### src/rtl/instr_enc_pkg.sv
// Shared types, opcode constants and helpers for the micro-op instruction encoder.
package instr_enc_pkg;

   localparam int unsigned INSTR_W = 18;
   localparam int unsigned OPC_W   = 11;
   localparam int unsigned RD_W    = 5;

   typedef enum logic [4:0] {
      OP_NOP   = 5'd0,
      OP_ADDI  = 5'd1,
      OP_SUBS  = 5'd2,
      OP_SUB   = 5'd3,
      OP_ADDS  = 5'd4,
      OP_ADD   = 5'd5,
      OP_AND   = 5'd6,
      OP_ORR   = 5'd7,
      OP_EOR   = 5'd8,
      OP_B     = 5'd9,
      OP_CBZ   = 5'd10,
      OP_BCOND = 5'd11,
      OP_STUR  = 5'd12,
      OP_LDUR  = 5'd13,
      OP_BL    = 5'd14,
      OP_BR    = 5'd15,
      OP_LSR   = 5'd16,
      OP_LSL   = 5'd17,
      OP_MUL   = 5'd18,
      OP_DIV   = 5'd19
   } op_kind_t;

   typedef enum logic {
      ST_RUN     = 1'b0,
      ST_BR_WAIT = 1'b1
   } fsm_state_t;

   typedef struct packed {
      logic [5:0]       rd;
      logic             zero;
      logic [OPC_W-1:0] opc;
   } instr_word_t;

   localparam logic [OPC_W-1:0] OPC_ADDI  = 11'b10010001000;
   localparam logic [OPC_W-1:0] OPC_SUBS  = 11'b11101011000;
   localparam logic [OPC_W-1:0] OPC_SUB   = 11'b11001011000;
   localparam logic [OPC_W-1:0] OPC_ADDS  = 11'b10101011000;
   localparam logic [OPC_W-1:0] OPC_ADD   = 11'b10001011000;
   localparam logic [OPC_W-1:0] OPC_AND   = 11'b10001010000;
   localparam logic [OPC_W-1:0] OPC_ORR   = 11'b10101010000;
   localparam logic [OPC_W-1:0] OPC_EOR   = 11'b11001010000;
   localparam logic [OPC_W-1:0] OPC_B     = 11'b00010100000;
   localparam logic [OPC_W-1:0] OPC_CBZ   = 11'b10110100000;
   localparam logic [OPC_W-1:0] OPC_BCOND = 11'b01010100000;
   localparam logic [OPC_W-1:0] OPC_STUR  = 11'b11111000000;
   localparam logic [OPC_W-1:0] OPC_LDUR  = 11'b11111000010;
   localparam logic [OPC_W-1:0] OPC_BL    = 11'b10010100000;
   localparam logic [OPC_W-1:0] OPC_BR    = 11'b11010110000;
   localparam logic [OPC_W-1:0] OPC_LSR   = 11'b11010011010;
   localparam logic [OPC_W-1:0] OPC_LSL   = 11'b11010011011;
   localparam logic [OPC_W-1:0] OPC_MUL   = 11'b10011011000;
   localparam logic [OPC_W-1:0] OPC_DIV   = 11'b10011010110;
   localparam logic [OPC_W-1:0] OPC_NOP   = 11'b00000000000;

   localparam logic [RD_W-1:0] LINK_REG = 5'b11110;

   // Unknown op kinds map to the all-zero NOP opcode.
   function automatic logic [OPC_W-1:0] opcode_of(input logic [4:0] op);
      logic [OPC_W-1:0] opc;
      case (op)
         OP_ADDI:  opc = OPC_ADDI;
         OP_SUBS:  opc = OPC_SUBS;
         OP_SUB:   opc = OPC_SUB;
         OP_ADDS:  opc = OPC_ADDS;
         OP_ADD:   opc = OPC_ADD;
         OP_AND:   opc = OPC_AND;
         OP_ORR:   opc = OPC_ORR;
         OP_EOR:   opc = OPC_EOR;
         OP_B:     opc = OPC_B;
         OP_CBZ:   opc = OPC_CBZ;
         OP_BCOND: opc = OPC_BCOND;
         OP_STUR:  opc = OPC_STUR;
         OP_LDUR:  opc = OPC_LDUR;
         OP_BL:    opc = OPC_BL;
         OP_BR:    opc = OPC_BR;
         OP_LSR:   opc = OPC_LSR;
         OP_LSL:   opc = OPC_LSL;
         OP_MUL:   opc = OPC_MUL;
         OP_DIV:   opc = OPC_DIV;
         default:  opc = OPC_NOP;
      endcase
      return opc;
   endfunction

   // Branch class is recognised from the stored opcode field of a queued word.
   function automatic logic is_branch(input logic [OPC_W-1:0] opc);
      return (opc == OPC_B) || (opc == OPC_CBZ) || (opc == OPC_BCOND) ||
             (opc == OPC_BL) || (opc == OPC_BR);
   endfunction

endpackage

### src/rtl/enc_fifo.sv
// DEPTH x W synchronous FIFO with flush, occupancy count and full/empty flags.
module enc_fifo
   import instr_enc_pkg::*;
#(
   parameter int unsigned DEPTH = 4,
   parameter int unsigned W     = INSTR_W,
   localparam int unsigned PTR_W = $clog2(DEPTH),
   localparam int unsigned CNT_W = PTR_W + 1
) (
   input  logic             clk,
   input  logic             reset,
   input  logic             flush,
   input  logic             push,
   input  logic             pop,
   input  logic [W-1:0]     wdata,
   output logic [W-1:0]     rdata,
   output logic [CNT_W-1:0] count,
   output logic             full,
   output logic             empty
);

   logic [W-1:0]     mem [DEPTH];
   logic [PTR_W-1:0] wr_ptr;
   logic [PTR_W-1:0] rd_ptr;
   logic             do_push;
   logic             do_pop;

   assign full    = (count == CNT_W'(DEPTH));
   assign empty   = (count == '0);
   assign do_pop  = pop & ~empty;
   assign do_push = push & (~full | do_pop);
   assign rdata   = mem[rd_ptr];

   // Storage is cleared on reset so the head word reads as zero when empty.
   always_ff @(posedge clk or posedge reset) begin
      if (reset) begin
         for (int i = 0; i < int'(DEPTH); i++) mem[i] <= '0;
      end else if (do_push && !flush) begin
         mem[wr_ptr] <= wdata;
      end
   end

   // Pointers wrap naturally because DEPTH is a power of two.
   always_ff @(posedge clk or posedge reset) begin
      if (reset) begin
         wr_ptr <= '0;
         rd_ptr <= '0;
         count  <= '0;
      end else if (flush) begin
         wr_ptr <= '0;
         rd_ptr <= '0;
         count  <= '0;
      end else begin
         if (do_push) wr_ptr <= wr_ptr + PTR_W'(1);
         if (do_pop)  rd_ptr <= rd_ptr + PTR_W'(1);
         case ({do_push, do_pop})
            2'b10:   count <= count + CNT_W'(1);
            2'b01:   count <= count - CNT_W'(1);
            default: count <= count;
         endcase
      end
   end

endmodule

### src/rtl/instr_encode_queue.sv
// Micro-op encoder, output FIFO and branch fence FSM.
// Build option: define ENC_ILLEGAL_TRAP_EN to drop unknown op kinds and raise sticky illegal_o.
module instr_encode_queue
   import instr_enc_pkg::*;
#(
   parameter int unsigned DEPTH = 4,
   localparam int unsigned PTR_W = $clog2(DEPTH)
) (
   input  logic               clk,
   input  logic               reset,
   input  logic               req_valid_i,
   output logic               req_ready_o,
   input  logic [4:0]         req_op_i,
   input  logic [4:0]         req_rd_i,
   output logic               instr_valid_o,
   input  logic               instr_ready_i,
   output logic [INSTR_W-1:0] instr_o,
`ifdef ENC_ILLEGAL_TRAP_EN
   output logic               illegal_o,
`endif
   input  logic               br_resolve_i,
   input  logic               br_flush_i,
   output logic               fenced_o,
   output logic [PTR_W:0]     count_o
);

   instr_word_t  enc;
   instr_word_t  head;
   fsm_state_t   state;
   fsm_state_t   state_nxt;
   logic         full;
   logic         empty;
   logic         pop;
   logic         push;
   logic         accept;
   logic         known_op;

   assign known_op = (req_op_i <= OP_DIV);

   // Encoder: rd is forced for link/unconditional ops and unknown kinds encode as zero.
   always_comb begin
      enc      = '0;
      enc.opc  = opcode_of(req_op_i);
      enc.zero = 1'b0;
      case (req_op_i)
         OP_BL:               enc.rd = {1'b0, LINK_REG};
         OP_B, OP_BR, OP_NOP: enc.rd = '0;
         default:             enc.rd = known_op ? {1'b0, req_rd_i} : '0;
      endcase
   end

   assign instr_valid_o = ~empty & (state == ST_RUN) & ~br_flush_i;
   assign pop           = instr_valid_o & instr_ready_i;
   assign req_ready_o   = (~full | pop) & ~br_flush_i;
   assign accept        = req_valid_i & req_ready_o;
   assign instr_o       = head;
   assign fenced_o      = (state == ST_BR_WAIT);

`ifdef ENC_ILLEGAL_TRAP_EN
   assign push = accept & known_op;

   always_ff @(posedge clk or posedge reset) begin
      if (reset)                  illegal_o <= 1'b0;
      else if (accept && !known_op) illegal_o <= 1'b1;
   end
`else
   assign push = accept;
`endif

   enc_fifo #(.DEPTH(DEPTH), .W(INSTR_W)) u_fifo (
      .clk   (clk),
      .reset (reset),
      .flush (br_flush_i),
      .push  (push),
      .pop   (pop),
      .wdata (enc),
      .rdata (head),
      .count (count_o),
      .full  (full),
      .empty (empty)
   );

   always_ff @(posedge clk or posedge reset) begin
      if (reset) state <= ST_RUN;
      else       state <= state_nxt;
   end

   // Fence after a popped branch until resolve; flush always wins.
   always_comb begin
      state_nxt = state;
      case (state)
         ST_RUN: begin
            if (!br_flush_i && pop && is_branch(head.opc)) state_nxt = ST_BR_WAIT;
         end
         ST_BR_WAIT: begin
            if (br_flush_i || br_resolve_i) state_nxt = ST_RUN;
         end
         default: state_nxt = ST_RUN;
      endcase
   end

endmodule

### config.mk
export PLATFORM = sky130hd
export DESIGN_NAME = instr_encode_queue
export DESIGN_NICKNAME = d
export VERILOG_FILES = /design/src/rtl/instr_enc_pkg.sv /design/src/rtl/enc_fifo.sv /design/src/rtl/instr_encode_queue.sv
export SDC_FILE = /design/constraint.sdc
export NUM_CORES = 1
export LEC_CHECK = 0
export CELL_PAD_IN_SITES_DETAIL_PLACEMENT = 0
export CELL_PAD_IN_SITES_GLOBAL_PLACEMENT = 1
export CORE_MARGIN = 2
export CORE_UTILIZATION = 35
export CTS_CLUSTER_SIZE = 25
export DETAILED_ROUTE_END_ITERATION = 8
export GPL_ROUTABILITY_DRIVEN = 0
export GPL_TIMING_DRIVEN = 1
export PLACE_DENSITY_LB_ADDON = 0.1
export RECOVER_POWER = 100
export SLEW_MARGIN = 20
export SYNTH_ARGS = -nofsm -noshare
export SYNTH_HDL_FRONTEND = slang
export SYNTH_SLANG_ARGS = --single-unit
export TNS_END_PERCENT = 30
### constraint.sdc
create_clock -name clk -period 2.75 [get_ports clk]
set_clock_uncertainty 0.2 [all_clocks]
set_input_delay 0.275 -clock clk [delete_from_list [all_inputs] [get_ports clk]]
set_output_delay 0.275 -clock clk [all_outputs]
set_load 0.03 [all_outputs]
---- Word-level counts from Yosys, hierarchy flattened ----
Memory sizes are Yosys's and may differ from the RTL's.
Cells that the tools add are included.
operators by class
  muxes and demuxes ....................... 17
  bitwise gates (word level) .............. 15
  equal/unequal tests ..................... 11
  add/subtract/negate cells ............... 4
  reductions and logical operators ........ 16
  $lt $le $gt $ge ......................... 4
operators by type and width
  operator                                                           count
  72-bit bitwise mux                                                 1
  18-bit two-way mux                                                 3
  18-bit binary-select mux with 2-bit select                         1
  18-bit demux with 2-bit select                                     1
  11-bit == test, second input constant                              3
  5-bit by 4-bit == test with 1-bit output, second input constant    3
  11-bit by 10-bit == test with 1-bit output, second input constant  1
  11-bit by 8-bit == test with 1-bit output, second input constant   1
  5-bit one-hot mux with 2 select lines                              1
  2-bit two-way mux                                                  4
  1-bit bitwise AND                                                  7
  3-bit >= comparator, second input constant                         2
  2-bit inverter with 3-bit output                                   2
  3-bit one-hot mux with 2 select lines                              1
  5-bit less-or-equal comparator, second input constant              1
  5-bit logical NOT                                                  1
  1-bit logical OR                                                   5
  5-bit two-way mux                                                  1
  2-bit by 1-bit adder with 2-bit output, second input constant      2
  1-bit logical AND                                                  4
  1-bit inverter                                                     4
  2-bit nonzero test                                                 2
  3-bit by 1-bit adder with 3-bit output, second input constant      1
  3-bit == test, second input constant                               1
  other kinds (12)                                                   14
word-level totals
  ROM bits ................................ 352
  bits in registers ....................... 80
  memories ................................ 1
  input bits .............................. 16
  word-level logic and storage cells ...... 76
memories
  name             words  bits a word  read ports  clocked after Yosys merged registers in  wr ports  line                 text
  (no name shown)  32     11           1           0                                        0         instr_enc_pkg.sv:68  case (op)

---- Longest topological paths before layout ----
  word-level depth ........................ 12
  mapped depth ............................ 8

---- By module ----
Synthesis repeated with hierarchy kept, for this count alone.
unflattened totals
  cell total of the unflattened synthesis .. 319
  area, all modules ....................... 4388.0 um^2
modules (own cells, without submodules)
  module              cells each  instances  area each (um^2)  seq. area each (um^2)
  enc_fifo            237         1          3826.2            1976.9
  instr_encode_queue  82          1          561.8             25.0

---- Worst setup path after synthesis ----
Ideal clock, no wire load.
  path type ............................... reg-to-reg
  from .................................... register u_fifo.count[2]
  to ...................................... register u_fifo.count[2]
  buffers on the path ..................... 0
  library setup time ...................... 0.088 ns
  clock period less this slack ............ 2.269 ns
  setup slack ............................. 0.481 ns
  data required time ...................... 2.462 ns
  stages on the path, launching flop included .. 8
  arrival time ............................ 1.981 ns
  cells stage by stage .................... dfrtp_1 nor3_1 nand3b_1 nor2_1 fa_1 nor3_1 a31oi_1 o211ai_1
between the ends
  longest elaborated chain between the ends .. 12
  elaborated cells between the ends (all ways) .. 20
RTL lines
  item                                                                       line                                      text
  start, declared                                                            enc_fifo.sv:17                            output logic [CNT_W-1:0] count,
  start signal, assigned                                                     enc_fifo.sv:57                            2'b10: count <= count + CNT_W'(1);
  start signal, assigned                                                     enc_fifo.sv:58                            2'b01: count <= count - CNT_W'(1);
  start signal, assigned                                                     enc_fifo.sv:59                            default: count <= count;
  3-bit logical NOT                                                          enc_fifo.sv:29                            assign empty = (count == '0);
  1-bit inverter                                                             enc_fifo.sv:30, instr_encode_queue.sv:52
  1-bit bitwise AND (2 in a row)                                             instr_encode_queue.sv:52                  assign instr_valid_o = ~empty & (state == ST_RUN) & ~br_flush_i;
  1-bit bitwise AND                                                          instr_encode_queue.sv:53                  assign pop = instr_valid_o & instr_ready_i;
  1-bit bitwise OR                                                           instr_encode_queue.sv:54                  assign req_ready_o = (~full | pop) & ~br_flush_i;
  1-bit bitwise AND                                                          instr_encode_queue.sv:54
  1-bit bitwise AND                                                          instr_encode_queue.sv:55                  assign accept = req_valid_i & req_ready_o;
  1-bit bitwise AND                                                          enc_fifo.sv:31                            assign do_push = push & (~full | do_pop);
  2-bit by 1-bit == test with 1-bit output or 2-bit == test (tied branches)  enc_fifo.sv:56                            case ({do_push, do_pop})
  3-bit one-hot mux with 2 select lines                                      enc_fifo.sv:56
  3-bit two-way mux                                                          enc_fifo.sv:49                            end else if (flush) begin
Parallel ways exist; a longest one is shown, timed or not.
A chain may end at the register's enable or synchronous reset.

---- Worst setup path in the final report ----
  from .................................... register u_fifo.rd_ptr[0]
  to ...................................... output instr_o[14]
between the ends
  longest elaborated chain between the ends .. 4
RTL lines
  item                                                    line                      text
  start, declared                                         enc_fifo.sv:24            logic [PTR_W-1:0] rd_ptr;
  start signal, assigned                                  enc_fifo.sv:55            if (do_pop) rd_ptr <= rd_ptr + PTR_W'(1);
  2-bit inverter with 3-bit output (not written as such)  enc_fifo.sv:32            assign rdata = mem[rd_ptr];
  18-bit binary-select mux with 2-bit select              enc_fifo.sv:32
  18-bit two-way mux (not written as such) (2 in a row)   enc_fifo.sv:32
  end, declared                                           instr_encode_queue.sv:17  output logic [INSTR_W-1:0] instr_o,
No other way between the ends. The select of a mux whose other input is x is not followed.

==> impl_metrics.yaml <==
cts:
  cts_buffers: 9
  cts.sink_count: 72
  clock-root-buffer: "sky130_fd_sc_hd__clkbuf_8"
  clk_pin_slew_worst_paths_ns: 0.08
  cts_buffer_depth: 2
  cts_htree_levels: 3
  clk_latency_ns: 0.35
  postCtsSetupBuffers: 0
  cts_tree: "yes"
floorplan:
  horiz_die_dim_um: 107.3
  number_of_rows_created_at_floorplan: 37
  die-height_um: 107.3
  floorplan.initialDensity_pct: 36.17
  die_area_mm2: 0.01151
  ios: 40
  core_footprint_mm2: 0.01032
synth:
  synth_area_mm2: 0.003734
  avgSynthCellArea_um2: 10.92
  synth.ff_latch_count: 72
  ys_async_sr_fraction_pct: 100.0
  number_of_flops_mapped_to_enable_cells_by_yosys: 0
  netlist-cell-type-count: 53
  mapped_cells: 342
  yosys_warning_total: 0
  synth_ff_type: "sky130_fd_sc_hd__dfrtp_1"
  synth_sequential_area_ratio_pct: 48.26
worst_setup_path:
  crit_required_ns: 2.28
  startpoint_type: "register"
  critical_path.max_fanout: 18
  timing.critical_path.arrival_ns: 2.18
  worst-setup-path-type: "reg2out"
  reg2reg_depth: 5
  endpoint_kind: "output port"
timing:
  relSlewSlack_pct: 38.82
  fin_setup_tns_ns: 0
  final_critical_path_setup_slack_ns: 0.09017
  period_share_pct: 96.72
  rsz_0062_raised_after_global_routing: "no"
  slew_violations: 0
  maxClockFrequency_mhz: 376.0
  setup_viol: 0
  report.final.hold_viol_count: 0
  timing.final.crit_period_ns: 2.660
  fin_worst_hold_slack_ns: 0.2748
  worstMarginPinSlew_ns: 0.9168
place:
  placement.setup.worst_slack_ns: 0.1880
  detailedPlacementHpwl_um: 6282
  io_buffer_count: 37
  dpl_cell_area_mm2: 0.004365
grt:
  grt_remaining_overflow: 0
  grt_start_max_net_pins: 37
  first_global_vias: 2620
  number_of_antenna_violations_at_the_first_check_in_global_routing: 0
  grt_use_total_pct: 16.63
  grt_first_pass_wirelength_um: 14480
route:
  drt_pre_antenna_iters: 4
  postRouteAntennaNets: 0
  first_iter_violations: 123
  postRouteWirelength_um: 8824
  drc: 0
  vias: 2701
  detail_route.wl_per_cell_um: 16.56
  drt-vias-per-instance: 5.068
min_path:
  hold_path_depth: 2
  min-delay-path-class: "reg2reg"
power:
  irDropWorstVdd_v: 0.0002642
  p_leak_nw: 2.024
  total_power_mw: 3.727
  powerDensity_mw_per_mm2: 826.9
finish:
  drive_above_1_share_pct: 11.34
  num-fill-cells: 1024
  finish.instance_area_mm2: 0.004507
  num_antenna_cells: 0
  area_grow_syn2layout_pct: 20.71
  fin_nets: 418
status:
  run_status: "complete, no violations"
job:
  drv_cap: 0
-- path summary, 6_finish.rpt --
kind	start	endpoint	slack (ns)
setup / recovery	u_fifo.rd_ptr[0]	instr_o[14]	0.09
hold / removal	u_fifo.mem[48]	u_fifo.mem[48]	0.27
setup reg to reg	fenced_o	u_fifo.mem[26]	0.34
hold reg to reg	u_fifo.mem[48]	u_fifo.mem[48]	0.27
max in group asynchronous	reset	u_fifo.mem[24]	0.57
min in group asynchronous	reset	u_fifo.count[1]	0.37
-- cell families (layout without fill, tap and decap cells) --
group | after synthesis | in the layout | synth area share [%]
other cells | 1 | 2 | 0.1004
buf+inv | 32 | 86 | 4.524
simple gates | 106 | 106 | 13.44
compound gates | 94 | 94 | 16.15
flops | 72 | 72 | 48.26
mux | 25 | 25 | 13.51
fa+ha+maj | 10 | 10 | 3.552
xor+xnor | 2 | 2 | 0.4693
-- state kept, by name (all words and copies together) (netlist names) --
signal         cells
u_fifo.wr_ptr      2
fenced_o           1
u_fifo.mem        64
u_fifo.rd_ptr      2
u_fifo.count       3
-- layer usage --
layer  global-route usage [%]  wire [um]
met5                        0          0
met4                    5.009        107
met3                    3.208        325
met2                    24.68       3919
met1                    24.64       4473
-- power by group --
part / leakage, nW / total (mW) / internal, mW / switching, mW
Combinational: 0.955 / 1.24 / 0.575 / 0.661
Clock: 0.109 / 0.965 / 0.538 / 0.426
Sequential: 0.960 / 1.53 / 1.35 / 0.177
-- layout by cell type (no fill, tap or decap), drive strengths merged, types with 3 or more instances in the layout --
master         synthesis  routed
o21ai                 52      52
mux2i                  5       5
mux4                  16      16
nor3                   5       5
clkbuf                 8      22
a21oi                  7       7
nor2                  17      17
clkdlybuf4s50          0      24
nor2b                  3       3
nand2                 60      60
dlygate4sd3            0      11
a22o                  17      17
inv                   11      11
buf                   13      12
nand2b                 6       6
nand3                  7       7
mux2                   4       4
dfrtp                 72      72
a31oi                  5       5
ha                     9       9
-- per-stage QoR --
stage / instances / utilization [%]
2_1_floorplan: 343 / -
3_3_place_gp: 517 / 42.29
4_1_cts: 533 / 44.52
3_5_place_dp: 517 / 42.29
5_1_grt: 533 / 43.66
6_report: 533 / 43.66
-- worst max-delay path, cell delays in order (launching register included) --
cell and delay, ns:
sky130_fd_sc_hd__dfrtp_1 0.38, sky130_fd_sc_hd__buf_12 0.20, sky130_fd_sc_hd__mux4_1 0.55, sky130_fd_sc_hd__dlygate4sd3_1 0.70
-- what timing repair did --
| action | 4_1_cts | 5_1_grt |
|---|---|---|
| endpoints found under the setup margin | 0 | 2 |
| resized for setup | 0 | 2 |
| hold buffers | 0 | 0 |
-- cell type report --
cell class	count	area, um2	share of cell area, %
multi-input cells	239	1748	38.78
flip-flops and latches	72	1802	39.98
clock buffers	10	137.6	3.054
clock inverters	6	92.59	2.054
repair buffers	59	515.5	11.44
well taps	136	170.2	3.776
inverters	11	41.29	0.9162
-- cells in the mapped netlist (2+ instances only) --
library cell                n  area share, %
sky130_fd_sc_hd__dfrtp_1   72             48
sky130_fd_sc_hd__nand2_1   56            5.6
sky130_fd_sc_hd__o21ai_0   40            5.4
sky130_fd_sc_hd__a22o_1    17            4.0
sky130_fd_sc_hd__nor2_1    15            1.5
sky130_fd_sc_hd__mux4_1    13            9.1
sky130_fd_sc_hd__o21ai_1   12            1.6
sky130_fd_sc_hd__inv_1     11            1.1
sky130_fd_sc_hd__ha_1       9            3.0
sky130_fd_sc_hd__buf_2      8            1.1
sky130_fd_sc_hd__clkbuf_1   8           0.80
sky130_fd_sc_hd__nand3_1    7           0.94
sky130_fd_sc_hd__a21oi_1    6           0.80
sky130_fd_sc_hd__a31oi_1    5           0.84
sky130_fd_sc_hd__mux2i_1    5            1.3
sky130_fd_sc_hd__nand2b_1   5           0.84
sky130_fd_sc_hd__nor3_1     5           0.67
sky130_fd_sc_hd__mux2_2     3           0.90
sky130_fd_sc_hd__mux4_2     3            1.8
sky130_fd_sc_hd__nand2_2    3           0.50
sky130_fd_sc_hd__nor2b_1    3           0.50
sky130_fd_sc_hd__a211oi_1   2           0.40
sky130_fd_sc_hd__buf_4      2           0.40
sky130_fd_sc_hd__buf_6      2           0.60
sky130_fd_sc_hd__o31ai_1    2           0.40
(Power assumes the default switching activity.)
